===== config.mk =====
export PLATFORM = sky130hd
export DESIGN_NAME = hsi_byte_coder
export DESIGN_NICKNAME = d
export VERILOG_FILES = /design/src/rtl/hsi_pkg.sv /design/src/rtl/hsi_half_bit_timer.sv /design/src/rtl/hsi_byte_coder.sv
export SDC_FILE = /design/constraint.sdc
export NUM_CORES = 1
export LEC_CHECK = 0
export CORE_ASPECT_RATIO = 0.9
export CORE_UTILIZATION = 30
export CTS_CLUSTER_SIZE = 30
export DETAILED_ROUTE_END_ITERATION = 8
export SETUP_SLACK_MARGIN = 0.4
export SLEW_MARGIN = 5
export SYNTH_ARGS = -nofsm -noshare
export SYNTH_HDL_FRONTEND = slang
export SYNTH_HIERARCHICAL = 1
export SYNTH_SLANG_ARGS = --single-unit

===== constraint.sdc =====
create_clock -name clk -period 4.1 [get_ports clk]
set_input_delay 0.41 -clock clk [delete_from_list [all_inputs] [get_ports clk]]
set_output_delay 0.41 -clock clk [all_outputs]
set_load 0.01 [all_outputs]

===== src/rtl/hsi_pkg.sv =====
// hsi_pkg: shared types and constants for the HSI byte coder; HSI_CD_PARITY_EN selects 9-bit frames
package hsi_pkg;
    typedef enum logic [1:0] {ST_IDLE, ST_DATA, ST_GAP} state_t;
    localparam logic MAN_ONE_FIRST  = 1'b1;
    localparam logic MAN_ZERO_FIRST = 1'b0;
    localparam int HSI_CD_HALF_BIT_CLKS = 4;
    localparam int HSI_CD_GAP_BITS      = 1;
`ifdef HSI_CD_PARITY_EN
    localparam int HSI_CD_NBITS = 9;
`else
    localparam int HSI_CD_NBITS = 8;
`endif
    function automatic logic man_first(input logic b);
        return b ? MAN_ONE_FIRST : MAN_ZERO_FIRST;
    endfunction
endpackage


===== src/rtl/hsi_half_bit_timer.sv =====
// hsi_half_bit_timer: ticks on the last cycle of every HALF_BIT_CLKS-cycle half-bit
module hsi_half_bit_timer import hsi_pkg::*; #(
    parameter int HALF_BIT_CLKS = HSI_CD_HALF_BIT_CLKS
) (
    input  logic clk,
    input  logic rst,
    input  logic i_restart,
    output logic o_tick
);
    logic [7:0] r_cnt;
    assign o_tick = r_cnt == 8'(HALF_BIT_CLKS - 1);
    // free-running modulo counter, realigned on every capture
    always_ff @(posedge clk) begin
        if (rst || i_restart) r_cnt <= 8'd0;
        else r_cnt <= o_tick ? 8'd0 : r_cnt + 8'd1;
    end
endmodule


===== src/rtl/hsi_byte_coder.sv =====
// hsi_byte_coder: Manchester byte serialiser with inter-byte gap; HSI_CD_PARITY_EN adds an odd-parity bit
module hsi_byte_coder import hsi_pkg::*; #(
    parameter int HALF_BIT_CLKS = HSI_CD_HALF_BIT_CLKS,
    parameter int GAP_BITS      = HSI_CD_GAP_BITS
) (
    input  logic       clk,
    input  logic       rst,
    input  logic [7:0] d,
    input  logic       d_rdy,
    output logic       busy,
    output logic       tx,
    output logic       tx_en,
    output logic       byte_done
);
    localparam int NB = HSI_CD_NBITS;
    localparam logic [3:0] LAST_BIT = 4'(NB - 1);
    localparam logic [4:0] LAST_GAP = 5'(2 * GAP_BITS - 1);
    state_t          r_state;
    logic [NB-1:0]   r_sh;
    logic [NB-1:0]   w_load;
    logic [3:0]      r_bit;
    logic [4:0]      r_gap;
    logic            r_half;
    logic            w_tick;
    logic            w_cap;
`ifdef HSI_CD_PARITY_EN
    assign w_load = {d, ~^d};
`else
    assign w_load = d;
`endif
    assign w_cap = r_state == ST_IDLE && d_rdy;
    hsi_half_bit_timer #(.HALF_BIT_CLKS(HALF_BIT_CLKS)) u_timer (
        .clk       (clk),
        .rst       (rst),
        .i_restart (w_cap),
        .o_tick    (w_tick)
    );
    // frame sequencer: first half-bit is driven on the capture edge so all outputs stay registered
    always_ff @(posedge clk) begin
        if (rst) begin
            r_state   <= ST_IDLE;
            r_sh      <= '0;
            r_bit     <= 4'd0;
            r_gap     <= 5'd0;
            r_half    <= 1'b0;
            busy      <= 1'b0;
            tx        <= 1'b0;
            tx_en     <= 1'b0;
            byte_done <= 1'b0;
        end else begin
            byte_done <= 1'b0;
            case (r_state)
                ST_IDLE: if (d_rdy) begin
                    r_sh    <= w_load;
                    r_bit   <= 4'd0;
                    r_half  <= 1'b0;
                    r_state <= ST_DATA;
                    busy    <= 1'b1;
                    tx_en   <= 1'b1;
                    tx      <= man_first(w_load[NB-1]);
                end
                ST_DATA: if (w_tick) begin
                    if (!r_half) begin
                        r_half <= 1'b1;
                        tx     <= ~tx;
                    end else if (r_bit != LAST_BIT) begin
                        r_half <= 1'b0;
                        r_bit  <= r_bit + 4'd1;
                        r_sh   <= r_sh << 1;
                        tx     <= man_first(r_sh[NB-2]);
                    end else begin
                        tx    <= 1'b0;
                        tx_en <= 1'b0;
                        r_gap <= 5'd0;
                        r_sh  <= '0;
                        if (GAP_BITS == 0) begin
                            r_state   <= ST_IDLE;
                            busy      <= 1'b0;
                            byte_done <= 1'b1;
                        end else begin
                            r_state <= ST_GAP;
                        end
                    end
                end
                ST_GAP: if (w_tick) begin
                    r_gap <= r_gap + 5'd1;
                    if (r_gap == LAST_GAP) begin
                        r_state   <= ST_IDLE;
                        busy      <= 1'b0;
                        byte_done <= 1'b1;
                    end
                end
                default: r_state <= ST_IDLE;
            endcase
        end
    end
endmodule


Word level (Yosys, flattened, before mapping):

Cells that the tools add are included.

* bits in registers: 31
* bits in latches: 0
* bits in writable memories: 0
* memory bits (read-only): 0
* input port bits: 11
* output and inout port bits: 4
* word-level logic and storage cells: 86
* memories kept: 0

* add/sub/neg operators: 3
* multipliers: 0
* div/mod/pow operators: 0
* order comparisons: 0
* equality and inequality tests: 12
* shifts and indexed selects: 0
* multiplexer cells: 43
* bitwise gates (word level): 3
* reductions and logical operators: 15

Operators with widths (number)
* two-way mux 7 bit: 4
* two-way mux 5 bit: 4
* two-way mux 1 bit: 17
* two-way mux 4 bit: 4
* AND reduction 5 bit: 3
* one-hot mux 7 bit (2 select lines): 1
* two-way mux 2 bit: 6
* inequality test 2 bit (second input constant): 5
* one-hot mux 5 bit (2 select lines): 1
* adder 8 x 1 -> 8 bit (second input constant): 1
* == test 8 x 2 -> 1 bit (second input constant): 1
* one-hot mux 1 bit (2 select lines): 4
* one-hot mux 4 bit (2 select lines): 1
* AND reduction 4 bit: 2
* one-hot mux 2 bit (3 select lines): 1
* AND reduction 6 bit: 1
* nonzero test 2 bit: 3
* adder 5 x 1 -> 5 bit (second input constant): 1
* == test 5 x 1 -> 1 bit (second input constant): 1
* adder 4 x 1 -> 4 bit (second input constant): 1
* inequality test 2 x 1 -> 1 bit (second input constant): 2
* inequality test 4 x 3 -> 1 bit (second input constant): 1
* NOT 1 bit: 3
* AND reduction 3 bit: 1
* 7 further kinds: 7

Depth between registers and ports, before layout:

* depth after elaboration: 5
* depth in mapped cells: 8
* mapped depth without buffers: 6

Hierarchy:

Netlist, hierarchy kept.

Modules (own cells, without submodules)
* hsi_byte_coder: times used 1, cells each 130, area each 1149.9 um^2, seq. area each 460.4 um^2
* hsi_half_bit_timer: times used 1, cells each 43, area each 376.6 um^2, seq. area each 160.2 um^2

Least setup slack after synthesis:

OpenSTA, ideal clock, no wires.

* path type: register -> register
* from: register u_timer.r_cnt[4]
* to: register r_sh[6]
* setup time: 122 ps
* arrival time: 2359 ps
* path slack: 1619 ps
* cell stages (with the launch flop): 7
* path buffers: 1
* cells stage by stage: dfxtp_1 > or4_4 > nor4_1 > and4b_1 > clkbuf_1 > nor3_1 > a221o_1

* longest elaborated chain between the ends: 3

RTL lines
* from (decl): line hsi_half_bit_timer.sv:10 `logic [7:0] r_cnt;`
* from (signal assigned): line hsi_half_bit_timer.sv:15 `else r_cnt <= o_tick ? 8'd0 : r_cnt + 8'd1;`
* == test 8 x 2 -> 1 bit: line hsi_half_bit_timer.sv:11 `assign o_tick = r_cnt == 8'(HALF_BIT_CLKS - 1);`
* net w_tick: line hsi_byte_coder.sv:24 `logic w_tick;`
* inequality test 2 x 1 -> 1 bit (no line)
* AND reduction 4 bit (no line)
* to (signal assigned): line hsi_byte_coder.sv:54 `r_sh <= w_load;`
* to (signal assigned): line hsi_byte_coder.sv:69 `r_sh <= r_sh << 1;`
* to (decl): line hsi_byte_coder.sv:19 `logic [NB-1:0] r_sh;`

The timed path passes the listed nets, and every way through them passes these cells.
A chain may end at the register's enable or synchronous reset.

Worst setup path in the final report:

* from: register u_timer.r_cnt[4]
* to: register r_bit[0]

* longest elaborated chain between the ends: 3

RTL lines
* == test 8 x 2 -> 1 bit: line hsi_half_bit_timer.sv:11
* net w_tick: line hsi_byte_coder.sv:24
* inequality test 2 x 1 -> 1 bit (no line)
* AND reduction 5 bit (no line)
* to (signal assigned): line hsi_byte_coder.sv:68 `r_bit <= r_bit + 4'd1;`
* to (decl): line hsi_byte_coder.sv:21 `logic [3:0] r_bit;`

The timed path passes the listed nets, and every way through them passes these cells.

==> results.py <==
metrics = {
    "clock_tree": {
        "clock_sinks": 31,
        "cts.path.max_buffers": 2,
        "hold_buffers": 0,
        "clk_pin_slew_worst_paths_ns": 0.07,
        "h-tree-depth": 2,
        "tritoncts": "built",
        "clk-insertion-delay-late_ns": 0.29,
        "cts_buffers": 5,
        "postCtsSetupBuffers": 0,
        "ctsRootBufferMaster": "clkbuf_8",
        "ctsResizeCount": 0,
    },
    "synth": {
        "synth_top_area_cell": "dfxtp_1",
        "synth_cells": 173,
        "yosysSeqAreaShare_pct": 40.66,
        "synth_cell_types": 44,
        "ys_warn_count": 6,
        "synth_area_leaders": "dfxtp_1 (41%), nand3_1 (5.6%), o21ai_0 (3.9%)",
        "synth.avg_cell_area_um2": 8.823,
        "netlist_area_mm2": 0.001526,
        "synth_top_area_share_pct": 40.66,
        "synth_seq_cells": 31,
        "syn-num-nets": 188,
    },
    "drt": {
        "post_drt_wl_per_cell_um": 12.95,
        "drc": 0,
        "drt_wl_total_um": 3238,
        "first_pass_iters": 4,
        "viasPerCell": 5.172,
        "drt_iter0_drc": 84,
        "final_antenna_net_count": 0,
        "vias": 1293,
    },
    "setup_path": {
        "rr_endpoint": "r_bit[0]$_SDFFE_PP0P_",
        "critPathLaunchType": "flip-flop",
        "r2r_cells": 5,
        "ff2ff_setup_slack_ns": 1.31,
        "rr_startpoint": "u_timer/r_cnt[4]$_SDFF_PP0_",
        "cp-end-kind": "flip-flop",
        "cp.arrival_ns": 3.01,
        "cp_max_fo": 7,
        "crit_required_ns": 4.32,
        "path_class": "flip-flop to flip-flop",
    },
    "cells_and_area": {
        "drive_above_1_share_pct": 8.108,
        "fillers": 525,
        "final_cell_area_mm2": 0.001764,
        "nets": 199,
        "diodes": 0,
        "synthToLayoutAreaGrowth_pct": 15.57,
    },
    "timing": {
        "finalCriticalPeriod_ns": 2.788,
        "post-route-period-util_pct": 67.99,
        "slew_headroom_pct": 37.09,
        "fin_setup_tns_ns": 0,
        "hold_violations": 0,
        "tightest_slew_ns": 0.9350,
        "finalSetupViolations": 0,
        "slew_violations": 0,
        "rsz0062_at_grt": "false",
        "timing.fmax_mhz": 358.7,
        "skew_ns": 0.004215,
    },
    "die": {
        "rows": 24,
        "start_util_pct": 31.38,
        "die_h_um": 69.67,
        "die_x_um": 77.19,
        "boundaryPins": 15,
        "core-area_mm2": 0.004865,
        "dieArea_mm2": 0.005378,
    },
    "worst_hold_path": {
        "holdPathEnd": "r_sh[0]$_SDFFE_PP0P_",
        "min_path_type": "flip-flop to flip-flop",
        "holdPathStages": 2,
        "hp-start": "r_sh[0]$_SDFFE_PP0P_",
    },
    "global_route": {
        "busiest_layer": "met2",
        "grt_pass1_vias": 1262,
        "grt_use_met2_pct": 21.44,
        "grt_pass1_wl_um": 5740,
        "grt_util_met3_pct": 5.263,
        "grt_max_degree": 20,
        "grt_use_total_pct": 13.89,
        "grt_overflow": 0,
        "grt_antenna_before_repair": 0,
        "gr-usage-met1_pct": 17.06,
    },
    "flow_run": {
        "cap_viol_max_count": 0,
    },
    "placement": {
        "place.gp.congestion": 0.7236,
        "hpwlAfterDp_um": 2271,
        "place_area_mm2": 0.001680,
        "port-buffer-count": 14,
    },
    "status": {
        "run_status": "finished, final reports clean",
    },
    "power": {
        "p_per_area_mw_per_mm2": 354.6,
        "power.static_leakage_nw": 0.6069,
        "peakVddDrop_mv": 0.1509,
    },
}
==> cells in the mapped netlist <==
cell type / number
a21oi_1: 10
mux2i_1: 3
and4b_1: 1
nand4_1: 1
dfxtp_1: 31
clkbuf_1: 4
o21ai_0: 12
a311oi_1: 4
o211ai_1: 2
ha_1: 4
or2_2: 1
buf_8: 1
nand4b_1: 2
nand2_1: 12
o2111ai_2: 1
nand3_1: 17
nor2b_1: 3
o31ai_1: 1
a22oi_2: 1
nand3b_1: 2
or3_1: 7
o311ai_0: 1
nor3_1: 7
o32ai_1: 1
buf_2: 3
buf_6: 2
and3_1: 2
a41oi_1: 1
a221oi_1: 1
xor2_1: 3
o41ai_4: 1
a21o_1: 1
inv_6: 1
nor2_1: 8
nand2b_1: 2
or3b_1: 1
and3b_1: 1
a31oi_1: 1
inv_1: 9
or4b_2: 1
a221o_1: 2
a211oi_1: 2
nor4_1: 1
or4_4: 1
==> worst max-delay path by stage <==
stage	startpoint	to	slack (ns)
2_1_floorplan	u_timer/r_cnt[4]$_SDFF_PP0_	r_sh[6]$_SDFFE_PP0P_	1.62
3_5_place_dp	u_timer/r_cnt[4]$_SDFF_PP0_	r_bit[0]$_SDFFE_PP0P_	1.32
5_1_grt	u_timer/r_cnt[4]$_SDFF_PP0_	r_bit[1]$_SDFFE_PP0P_	1.08
6_report	u_timer/r_cnt[4]$_SDFF_PP0_	r_bit[0]$_SDFFE_PP0P_	1.31
3_3_place_gp	u_timer/r_cnt[4]$_SDFF_PP0_	r_sh[6]$_SDFFE_PP0P_	1.39
4_1_cts	u_timer/r_cnt[4]$_SDFF_PP0_	r_bit[0]$_SDFFE_PP0P_	1.30
==> registers in the layout (all words and copies together), names as in the netlist <==
signal / count
r_bit: 4
tx: 1
r_gap: 5
tx_en: 1
byte_done: 1
r_state: 2
busy: 1
r_half: 1
r_sh: 7
u_timer/r_cnt: 8
==> kinds of logic after synthesis <==
| kind of cell | Yosys count | share of synthesized area [%] |
|---|---|---|
| AOI/OAI and AO/OA | 42 | 20.08 |
| xor gates and xnor gates | 3 | 1.722 |
| adders and majority gates | 4 | 3.279 |
| buffers and inverters | 20 | 7.212 |
| DFF | 31 | 40.66 |
| muxes | 3 | 1.967 |
| and+or+nand+nor | 70 | 25.08 |
==> layout make-up <==
class                      instances  area (µm²)  area share [%]
clock buffer                       5       68.82           3.901
multi-input combinational        122       795.8           45.11
sequential                        31       620.6           35.18
timing repair buffer              14       140.1           7.943
tap                               65       81.33           4.610
inverter                          10       42.54           2.411
clock inverter                     3       15.01          0.8511
==> cells in the final DEF (no fill, tap or decap), types with 4 or more instances in the layout <==
cell              n
nand3_1          17
nor3_1            7
or3_1             7
o21ai_0          12
a21oi_1          10
inv_1             9
nor2_1            8
a311oi_1          4
dfxtp_1          31
clkdlybuf4s50_1  14
clkbuf_8          5
nand2_1          12
ha_1              4
==> report_power, final <==
group	total, mW	internal (mW)	switching, mW
Sequential	0.325	0.314	0.0117
Clock	0.237	0.116	0.121
Combinational	0.0630	0.0311	0.0319
Total	0.626	0.461	0.165
==> critical path, cell delays in order, from the launching register on <==
cell and delay (ns):
dfxtp_1 0.34, or4_4 0.57, nor4_1 0.73, nand4b_1 0.48
a22oi_2 0.39, mux2i_1 0.21
==> through the flow <==
| stage | cells | hold slack [ns] | utilization, % | power (mW) | setup slack, ns |
|---|---|---|---|---|---|
| finish | 250 | 0.4835 | 36.27 | 0.6256 | 1.312 |
| global route | 250 | 0.4926 | 36.27 | 0.6552 | 1.082 |
| CTS | 250 | 0.4842 | 36.27 | 0.6328 | 1.303 |
| detailed placement | 242 | 0.4684 | 34.54 | 0.3963 | 1.318 |
| global placement | 242 | 0.4632 | 34.54 | 0.3959 | 1.394 |
| floorplan | 173 | 0.4412 | - | 0.3744 | 1.619 |
==> layer usage <==
| metal | up-vias | routed length (µm) | part of all wire, % |
|---|---|---|---|
| met5 | - | 0 | 0 |
| met4 | 0 | 65 | 2.0 |
| met3 | 7 | 145 | 4.5 |
| met2 | 26 | 1407 | 43 |
| met1 | 606 | 1619 | 50 |
| li1 | 654 | - | - |
Power figures use the tool's default switching activity.
